==> config.mk <==
export PLATFORM = sky130hd
export DESIGN_NAME = instr_fetch_unit
export DESIGN_NICKNAME = d
export VERILOG_FILES = /design/src/rtl/instr_fetch_unit_pkg.sv /design/src/rtl/instr_fetch_unit_prog_mem.sv /design/src/rtl/instr_fetch_unit.sv
export SDC_FILE = /design/constraint.sdc
export NUM_CORES = 1
export LEC_CHECK = 0
export ABC_AREA = 1
export CAP_MARGIN = 15
export CORE_MARGIN = 4
export CORE_UTILIZATION = 64
export DETAILED_ROUTE_END_ITERATION = 10
export DONT_BUFFER_PORTS = 1
export PLACE_DENSITY_LB_ADDON = 0.15
export SLEW_MARGIN = 20
export SYNTH_ARGS = -nofsm -noshare
export SYNTH_HDL_FRONTEND = slang
export SYNTH_SLANG_ARGS = --single-unit
==> constraint.sdc <==
create_clock -name clk_i -period 3.7 [get_ports clk_i]
set_clock_uncertainty 0.1 [all_clocks]
set_input_delay 0.74 -clock clk_i [delete_from_list [all_inputs] [get_ports clk_i]]
set_output_delay 0.74 -clock clk_i [all_outputs]
set_load 0.05 [all_outputs]
==> src/rtl/instr_fetch_unit_pkg.sv <==
// Shared definitions for the instruction fetch unit: default widths,
// the halt sentinel and the fetch FSM state encoding.
`default_nettype none

package instr_fetch_unit_pkg;

  localparam int unsigned DATA_W_DEF = 16;
  localparam int unsigned DEPTH_DEF  = 32;
  localparam int unsigned ADDR_W_DEF = 5;

  localparam logic [DATA_W_DEF-1:0] HALT_WORD_DEF = 16'hFFFF;

  typedef enum logic [1:0] {
    ST_IDLE  = 2'd0,
    ST_FETCH = 2'd1,
    ST_ISSUE = 2'd2,
    ST_HALT  = 2'd3
  } state_e;

endpackage

`default_nettype wire

==> src/rtl/instr_fetch_unit_prog_mem.sv <==
// Program memory: DEPTH x DATA_W array, single write port, registered read.
// A write to the address being read is forwarded so the read sees the new word.
`default_nettype none

module instr_fetch_unit_prog_mem #(
  parameter int unsigned DATA_W = 16,
  parameter int unsigned ADDR_W = 5
) (
  input  logic              clk_i,
  input  logic              rst_ni,
  input  logic              wr_en_i,
  input  logic [ADDR_W-1:0] wr_addr_i,
  input  logic [DATA_W-1:0] wr_data_i,
  input  logic [ADDR_W-1:0] rd_addr_i,
  output logic [DATA_W-1:0] rd_data_o
);

  localparam int unsigned DEPTH = 1 << ADDR_W;

  logic [DATA_W-1:0] mem_q [DEPTH];
  logic [DATA_W-1:0] rd_data_q;

  // Array contents survive reset.
  always_ff @(posedge clk_i) begin
    if (wr_en_i) begin
      mem_q[wr_addr_i] <= wr_data_i;
    end
  end

  always_ff @(posedge clk_i or negedge rst_ni) begin
    if (!rst_ni) begin
      rd_data_q <= '0;
    end else if (wr_en_i && (wr_addr_i == rd_addr_i)) begin
      rd_data_q <= wr_data_i;
    end else begin
      rd_data_q <= mem_q[rd_addr_i];
    end
  end

  assign rd_data_o = rd_data_q;

endmodule

`default_nettype wire

==> src/rtl/instr_fetch_unit.sv <==
// Instruction fetch unit: program memory plus a pc-driven FSM that issues one
// word at a time and advances only when the processor signals completion.
`default_nettype none

module instr_fetch_unit
  import instr_fetch_unit_pkg::*;
#(
  parameter int unsigned       DATA_W    = DATA_W_DEF,
  parameter int unsigned       DEPTH     = DEPTH_DEF,
  parameter int unsigned       ADDR_W    = ADDR_W_DEF,
  parameter logic [DATA_W-1:0] HALT_WORD = DATA_W'(HALT_WORD_DEF)
) (
  input  logic              clk_i,
  input  logic              rst_ni,
  input  logic              start_i,
  input  logic              done_i,
  input  logic              wr_en_i,
  input  logic [ADDR_W-1:0] wr_addr_i,
  input  logic [DATA_W-1:0] wr_data_i,
  output logic [DATA_W-1:0] iin_o,
  output logic              valid_o,
  output logic [ADDR_W-1:0] pc_o,
  output logic              running_o,
  output logic              halted_o
);

  localparam logic [ADDR_W-1:0] LAST_ADDR = ADDR_W'(DEPTH - 1);

  state_e            state_q, state_d;
  logic [ADDR_W-1:0] pc_q, pc_d;
  logic [DATA_W-1:0] iin_q, iin_d;
  logic              valid_q, valid_d;
  logic [DATA_W-1:0] mem_rd_data;
  logic              mem_we;

  assign mem_we = wr_en_i && ((state_q == ST_IDLE) || (state_q == ST_HALT));

  // Reading at pc_d makes the word for the next FETCH cycle available
  // at the edge that enters FETCH, giving the two-edge issue latency.
  instr_fetch_unit_prog_mem #(
    .DATA_W (DATA_W),
    .ADDR_W (ADDR_W)
  ) u_prog_mem (
    .clk_i     (clk_i),
    .rst_ni    (rst_ni),
    .wr_en_i   (mem_we),
    .wr_addr_i (wr_addr_i),
    .wr_data_i (wr_data_i),
    .rd_addr_i (pc_d),
    .rd_data_o (mem_rd_data)
  );

  always_comb begin
    state_d = state_q;
    pc_d    = pc_q;
    iin_d   = iin_q;
    valid_d = valid_q;
    case (state_q)
      ST_IDLE, ST_HALT: begin
        iin_d   = '0;
        valid_d = 1'b0;
        if (start_i) begin
          state_d = ST_FETCH;
          pc_d    = '0;
        end
      end
      ST_FETCH: begin
        if (mem_rd_data != HALT_WORD) begin
          iin_d   = mem_rd_data;
          valid_d = 1'b1;
          state_d = ST_ISSUE;
        end else begin
          iin_d   = '0;
          valid_d = 1'b0;
          state_d = ST_HALT;
        end
      end
      ST_ISSUE: begin
        if (done_i) begin
          iin_d   = '0;
          valid_d = 1'b0;
          // The last address halts instead of wrapping back to zero.
          if (pc_q == LAST_ADDR) begin
            state_d = ST_HALT;
          end else begin
            pc_d    = pc_q + 1'b1;
            state_d = ST_FETCH;
          end
        end
      end
      default: begin
        state_d = ST_IDLE;
        pc_d    = '0;
        iin_d   = '0;
        valid_d = 1'b0;
      end
    endcase
  end

  always_ff @(posedge clk_i or negedge rst_ni) begin
    if (!rst_ni) begin
      state_q <= ST_IDLE;
      pc_q    <= '0;
      iin_q   <= '0;
      valid_q <= 1'b0;
    end else begin
      state_q <= state_d;
      pc_q    <= pc_d;
      iin_q   <= iin_d;
      valid_q <= valid_d;
    end
  end

  assign iin_o     = iin_q;
  assign valid_o   = valid_q;
  assign pc_o      = pc_q;
  assign running_o = (state_q == ST_FETCH) || (state_q == ST_ISSUE);
  assign halted_o  = (state_q == ST_HALT);

endmodule

`default_nettype wire

==> flow_summary_export.csv <==
group,metric,value,unit
run_status,outcome,"finished, final reports clean",
yosys,avgSynthCellArea,10.91,sq um
timing,hold_ws,0.1385,ns
floorplan,fp.dieH,203.9,microns
final_layout,fin_area,26890,sq um
yosys,synth_cells,2250,
final_layout,diodes,0,
grt,antenna_found_initial,0,
floorplan,io_pins,50,
yosys,yosys_register_bits,552,
yosys,netlist_top_cells_count,"582 x nand3_1, 512 x edfxtp_1, 354 x inv_1, 354 x nand2_1, 161 x nand3b_1",
yosys,synthArstFlopShare,0.07246,
timing,finalCritPeriodShare,0.9512,
placed_design,place_congestion,0.9223,
timing,tns,0,ns
final_layout,fin_nets,2273,
yosys,yosysTopAreaCellShare,0.6262,
setup_path,crit_type,"register to register",
detailed_routing,wire_per_inst,22.66,microns
floorplan,dieArea,41560,sq um
grt,grt-ovfl-total,0,
setup_path,cp-start-kind,"register",
yosys,synth_fp_nets,2280,
yosys,yosysMostFrequentCell,"nand3_1",
clock_tree,clockRootBuffer,"clkbuf_16",
clock_tree,clock_latency,0.60,ns
timing,finalHoldViolCount,0,
clock_tree,cts.reportedPaths.clkPinSlew,0.06,ns
run,max-cap-violations,0,
clock_tree,cts_max_level,2,
yosys,synth.largest_area_cell,"edfxtp_1",
min_path,hold_path.class,"primary input to register",
detailed_routing,route.antenna.remaining_nets,0,
timing,fmax,0.2841,GHz
pwr,p_leak,0.01080,uW
pwr,peakVddDrop,0.4993,mV
setup_path,crit_path_end_kind,"register",
yosys,synthesis.area,24550,sq um
final_layout,fillers,2651,
grt,grt_pass1_wl,96040,microns
floorplan,rows,71,
setup_path,cp_data_required_time,4.13,ns
yosys,ys_seq_area_frac,0.6669,
placed_design,dpl-instance-area,25190,sq um
detailed_routing,drcViolationCount,0,
yosys,yosysWarnings,0,
setup_path,path_max_fanout,31,
floorplan,die_w,203.9,microns
detailed_routing,vias,16730,
detailed_routing,drt-pass1-iter-count,6,
clock_tree,numCtsBuffers,54,
clock_tree,cts_tree,"yes",
yosys,synth_top_cells_by_area,"edfxtp_1 63%, nand3_1 12%, inv_1 5.4%",
clock_tree,cts_resized,0,
yosys,ys.flop_type,"edfxtp_1",
timing,worst_pin_slew,0.8189,ns
pwr,pwr_density_cell,629.9,nW/um^2
floorplan,initial_utilization,0.6503,
grt,grt_start_max_net_pins,111,
clock_tree,clock_path_buffers,3,
placed_design,io_buffers,0,
detailed_routing,vias_per_cell,5.986,
timing,min_period,3.519,ns
timing,rsz0062_at_grt,"no",
yosys,synth_edf_count,512,
final_layout,syn_to_final_growth,9.499,%
floorplan,coreArea,37760,sq um
timing,drv_slew,0,
detailed_routing,drt_iter0_markers,2102,
grt,grt_pass1_vias,16160,
yosys,yosys.cell_types.count,34,
clock_tree,clock-sinks,552,
timing,finalSetupViolCount,0,
final_layout,layout-drive-gt1-share,0.07356,
pwr,p_total,16930,uW
timing,slew_headroom,0.4541,
grt,track_usage,0.3044,
placed_design,hpwl,35020,microns
setup_path,arrival,3.95,ns
detailed_routing,wirelength,63330,microns
final timing paths:
check                                        start                       to  slack, ns  depth (start not counted)
min in group asynchronous                   rst_ni                 iin_o[3]       0.52                          2
hold / removal                       wr_data_i[12]  u_prog_mem.mem_q[9][12]       0.14                          0
setup reg to reg                        state_q[0]  u_prog_mem.rd_data_o[5]       0.18                         15
max in group asynchronous                   rst_ni                 iin_o[9]       2.78                          2
hold reg to reg            u_prog_mem.rd_data_o[5]                 iin_o[5]       0.46                          2
setup / recovery                        state_q[0]  u_prog_mem.rd_data_o[5]       0.18                         15
kinds of logic (layout without fill, tap and decap cells):
kind of cell,after synthesis,count (layout),synth area share
adders and majority gates,4,4,0.002038
buffers and inverters,497,530,0.08459
AOI/OAI and AO/OA,24,24,0.005606
DFF,552,552,0.6669
and+or+nand+nor,1168,1169,0.2380
xor gates and xnor gates,5,5,0.002854
report_power, final:
part | internal (uW) | switching, uW
Combinational | 1060 | 3130
Clock | 2950 | 2240
Sequential | 7090 | 469
Total | 11100 | 5840
per-stage QoR:
stage,setup slack [ns],std cells,util
2_1_floorplan,1.092,2250,-
3_3_place_gp,0.3242,2695,0.6672
3_5_place_dp,0.2800,2695,0.6672
4_1_cts,0.2692,2794,0.7118
5_1_grt,0.03148,2795,0.7121
6_report,0.1805,2795,0.7121
area by class of cell:
type | instances | area (sq um) | share of cell area
clock buffer | 80 | 1553 | 0.05775
clock inverter | 17 | 100.1 | 0.003723
inverter | 360 | 1354 | 0.05035
multi-input combinational | 1202 | 6151 | 0.2288
sequential | 552 | 16380 | 0.6091
tap | 511 | 639.4 | 0.02378
timing repair buffer | 73 | 713.2 | 0.02653
registers in the layout, indices dropped and copies added (netlist names):
register	cells
state_q	2
valid_o	1
iin_o	16
u_prog_mem.mem_q	512
u_prog_mem.rd_data_o	16
pc_o	5
routing by layer:
layer / vias up / GRT usage / wire length, microns
met1: 7996 / 0.4324 / 25110
met5: - / 0 / 0
met3: 138 / 0.08981 / 7938
li1: 7644 / - / -
met4: 0 / 0.1048 / 2169
met2: 954 / 0.4572 / 28110
cell usage in the layout (no fill, tap or decap), types with 2 or more instances in the layout:
| cell | netlist | routed |
|---|---|---|
| clkinv_1 | 0 | 8 |
| o21ai_0 | 18 | 18 |
| xor2_1 | 2 | 2 |
| edfxtp_1 | 512 | 512 |
| nand3_1 | 582 | 582 |
| clkinv_2 | 0 | 8 |
| inv_2 | 6 | 6 |
| nand4_1 | 18 | 18 |
| nand2_2 | 3 | 2 |
| inv_1 | 354 | 353 |
| dfrtp_1 | 40 | 40 |
| buf_4 | 23 | 59 |
| clkbuf_8 | 0 | 4 |
| clkbuf_16 | 0 | 57 |
| nor4_1 | 4 | 4 |
| nand2_8 | 0 | 3 |
| nor2_1 | 35 | 35 |
| buf_12 | 0 | 13 |
| ha_1 | 4 | 4 |
| clkbuf_1 | 23 | 19 |
| nand2_4 | 3 | 3 |
| nand3b_1 | 161 | 161 |
| nand2_1 | 354 | 353 |
| a21oi_1 | 2 | 2 |
| nor2_2 | 3 | 3 |
worst max-delay path, cell delays in order (launching register included):
cell,delay (ns)
dfrtp_1,0.38
inv_1,0.07
ha_1,0.35
inv_2,0.24
o21ai_2,0.12
nand2_1,0.12
nand2_4,0.21
inv_4,0.43
buf_12,0.25
buf_4,0.21
nand3_1,0.12
nand3_1,0.12
nand3_1,0.23
nand3_1,0.28
nand3_1,0.10
nand2_1,0.07
what timing repair did:
action	4_1_cts	5_1_grt
setup buffers	0	0
endpoints found under the hold margin	40	0
setup endpoints to repair	0	1
hold buffers	2	0
(Power assumes the default switching activity.)
==> variant 1 (config.mk and constraints unchanged) <==
Reset style: synchronous (`rst_ni`), changed in 2 clocked blocks.
--- a/src/rtl/instr_fetch_unit_prog_mem.sv
+++ b/src/rtl/instr_fetch_unit_prog_mem.sv
@@ -29,3 +29,3 @@
 
-  always_ff @(posedge clk_i or negedge rst_ni) begin
+  always_ff @(posedge clk_i) begin
     if (!rst_ni) begin
--- a/src/rtl/instr_fetch_unit.sv
+++ b/src/rtl/instr_fetch_unit.sv
@@ -99,3 +99,3 @@
 
-  always_ff @(posedge clk_i or negedge rst_ni) begin
+  always_ff @(posedge clk_i) begin
     if (!rst_ni) begin
Behaviour: differs if rst_ni is asserted again (counterexample within 4 cycles, from zero or initial values and one cycle with rst_ni low); with rst_ni held inactive, the same outputs for 4 cycles.
==> variant 1 against the unedited design <==
- sequential share of layout area rose by 0.99 points
- design area fell by 2.8%
- setup slack improved by 200 ps
- die area fell by 3.0%
- utilization rose by 0.17 points
- sequential cell count did not move
- via count rose by 1.4%
- routed wire length fell by 1.7%
- synthesized area fell by 3.2%
- global-route usage fell by 0.058 points
- largest cell class unchanged
Power is not compared: it rests on default switching activity, and its combinational part moved more than twofold at a synthesized area within 25%.
==> variant 1: results (changes against the unedited design) <==
outcome:
  status: "completed"
global_route:
  grtUsageMet3_pct: 6.56  # -2.4 points
  antenna_found_initial: 2  # +2
  grt_pass1_vias: 16069  # -0.57%
  grt_util_met1_pct: 43.0  # -0.28 points
placed_design:
  dp_slack_ps: 475  # +195 ps
  hpwlAfterDp_um: 35000  # about the same
  gp_congestion: 0.921  # -0.11%
  dp.cells: 2665  # -1.1%
synthesis:
  async_flop_share_pct: 0  # -7.2 points
  ys_seq_area_share_pct: 68.0  # +1.3 points
  syn_nets: 2298  # +0.79%
  synth_compound_area_share_pct: 1.35  # +0.79 points
  yosys-top-cells-count: "662 x nand2_1, 580 x nand3_1, 512 x edfxtp_1, 181 x inv_1, 107 x buf_2"
  synth.distinct_cells: 30  # -12%
  synth.area.top_cells: "edfxtp_1 65%, nand3_1 12%, nand2_1 10%"
cells_and_area:
  drive_gt1_share_pct: 7.32  # -0.038 points
  nFillCells: 2550  # -3.8%
  final_cells: 2764  # -1.1%
sta:
  hold_slack_ps: 135  # -3.28 ps
  fin_ws_ps: 381  # +201 ps
critical_path:
  crit_slowest_cell: "ha_1"
  critical_path.max_stage_delay_ps: 580  # +150 ps
  critPathArrivalTime_ps: 3740  # -210 ps
route:
  wl_met3_um: 7010  # -12%
  first_iter_violations: 2137  # +1.7%
  wl_per_cell_um: 22.5  # -0.62%
  wl_met1_um: 24100  # -4.2%
[variant 1: final timing paths]
path | startpoint | to | cells past startpoint
worst max-delay path | state_q[1]$_SDFFE_PN0P_ | u_prog_mem.rd_data_o[3]$_SDFF_PN0_ | 15
worst min register to register | u_prog_mem.rd_data_o[2]$_SDFF_PN0_ | iin_o[2]$_SDFFE_PN0P_ | 2
worst max register to register | state_q[1]$_SDFFE_PN0P_ | u_prog_mem.rd_data_o[3]$_SDFF_PN0_ | 15
worst min-delay path | wr_data_i[13] | u_prog_mem.mem_q[15][13]$_DFFE_PP_ | 0
[variant 1: cell type report]
type / count / area [sq um] / share of cell area, %
tap: 468 / 586 / 2.24
clock buffer: 65 / 1460 / 5.57
inverter: 186 / 701 / 2.68
multi-input combinational: 1384 / 6180 / 23.7
sequential: 552 / 16200 / 61.9
timing repair buffer: 75 / 788 / 3.02
clock inverter: 34 / 243 / 0.929
==> variant 2 (same settings) <==
Without the edit above. `ADDR_W_DEF`: 5 -> 4.
--- a/src/rtl/instr_fetch_unit_pkg.sv
+++ b/src/rtl/instr_fetch_unit_pkg.sv
@@ -8,3 +8,3 @@
   localparam int unsigned DEPTH_DEF  = 32;
-  localparam int unsigned ADDR_W_DEF = 5;
+  localparam int unsigned ADDR_W_DEF = 4;
 
Interface: changed (resized pc_o and wr_addr_i); port bits go from 50 to 48. The function was not compared with the original's and may differ.
==> variant 2 against the unedited design <==
- first-iteration DRC count fell by 44%
- non-clock buffer count fell by 37
- critical path type unchanged
- routed wire length fell by 49%
- synthesized area fell by 46%
- critical path depth fell by 1
- setup slack improved by 320 ps
- sequential cell count fell by 257
- total power fell by 45%
- via count fell by 45%
- global-route usage fell by 1.8 points
- critical endpoint is now u_prog_mem.rd_data_o[2]$_DFF_PN0_
- design area fell by 46%
==> variant 2: results (changes against the unedited design) <==
outcome:
  status: "completed"
cts:
  clk_latency_ps: 530  # -70 ps
global_route:
  grtUsageMet3_pct: 6.31  # -2.7 points
  use_met2_pct: 47.5  # +1.8 points
  grt_pass1_wl_um: 49200  # -49%
  grt_pass1_vias: 8765  # -46%
critical_path:
  crit_slowest_cell: "ha_1"
  reg2regPathDepth: 14  # -1
  path_max_fanout: 55  # +77%
  critical_path.max_stage_delay_ps: 690  # +260 ps
synthesis:
  synth.distinct_cells: 31  # -8.8%
  synth_compound_area_share_pct: 1.15  # +0.59 points
  async_flop_share_pct: 13.2  # +6.0 points
  avgSynthCellArea_sq_um: 10.2  # -6.3%
  ys_seq_area_share_pct: 65.6  # -1.1 points
  synthAdderAreaFrac_pct: 0.379  # +0.18 points
  yosys-top-cells-count: "345 x nand3_1, 256 x edfxtp_1, 255 x inv_1, 221 x nand2_1, 39 x dfrtp_1"
  synth_xor_area_share_pct: 0.133  # -0.15 points
power:
  power_leakage_nw: 6.28  # -42%
  seqPwrFrac_pct: 45.5  # +0.9 points
  p_comb_mw: 2.25  # -46%
route:
  first_iter_violations: 1167  # -44%
  wl_met2_um: 15800  # -44%
  wl_met1_um: 12200  # -51%
placed_design:
  hpwlAfterDp_um: 18800  # -46%
  place_area_sq_um: 13600  # -46%
  dp_slack_ps: 516  # +236 ps
min_path:
  whs_endpoint: "u_prog_mem.mem_q[13][2]$_DFFE_PP_"
[variant 2: changes by cell type after synthesis, sizes merged, moves of 2 or more]
cell	unedited run	this run
edfxtp	512	256
buf	114	39
inv	360	259
nand3b	162	34
nor2	39	25
nand4	18	3
xor2	4	2
nand2	360	227
nand3	583	347
clkbuf	23	28
[variant 2: kinds of logic (layout without fill, tap and decap cells)]
kind of cell	Yosys count	count (layout)
DFF	295	295
AOI/OAI and AO/OA	24	24
xor gates and xnor gates	2	2
adders and majority gates	4	4
and+or+nand+nor	640	640
buffers and inverters	326	347
[variant 2: cell type report]
type                    count  area (sq um)
clock buffers              38           821
clock inverters            14          91.3
fillers                  1439          5710
inverters                 259           975
multi-input cells         670          3300
flip-flops and latches    295          8660
well taps                 270           338
repair buffers             36           335
[variant 2: what timing repair did]
action / in CTS / in global routing
buffers inserted: 0 / 0
endpoints found under the hold margin: 39 / 0
hold buffers: 2 / 0
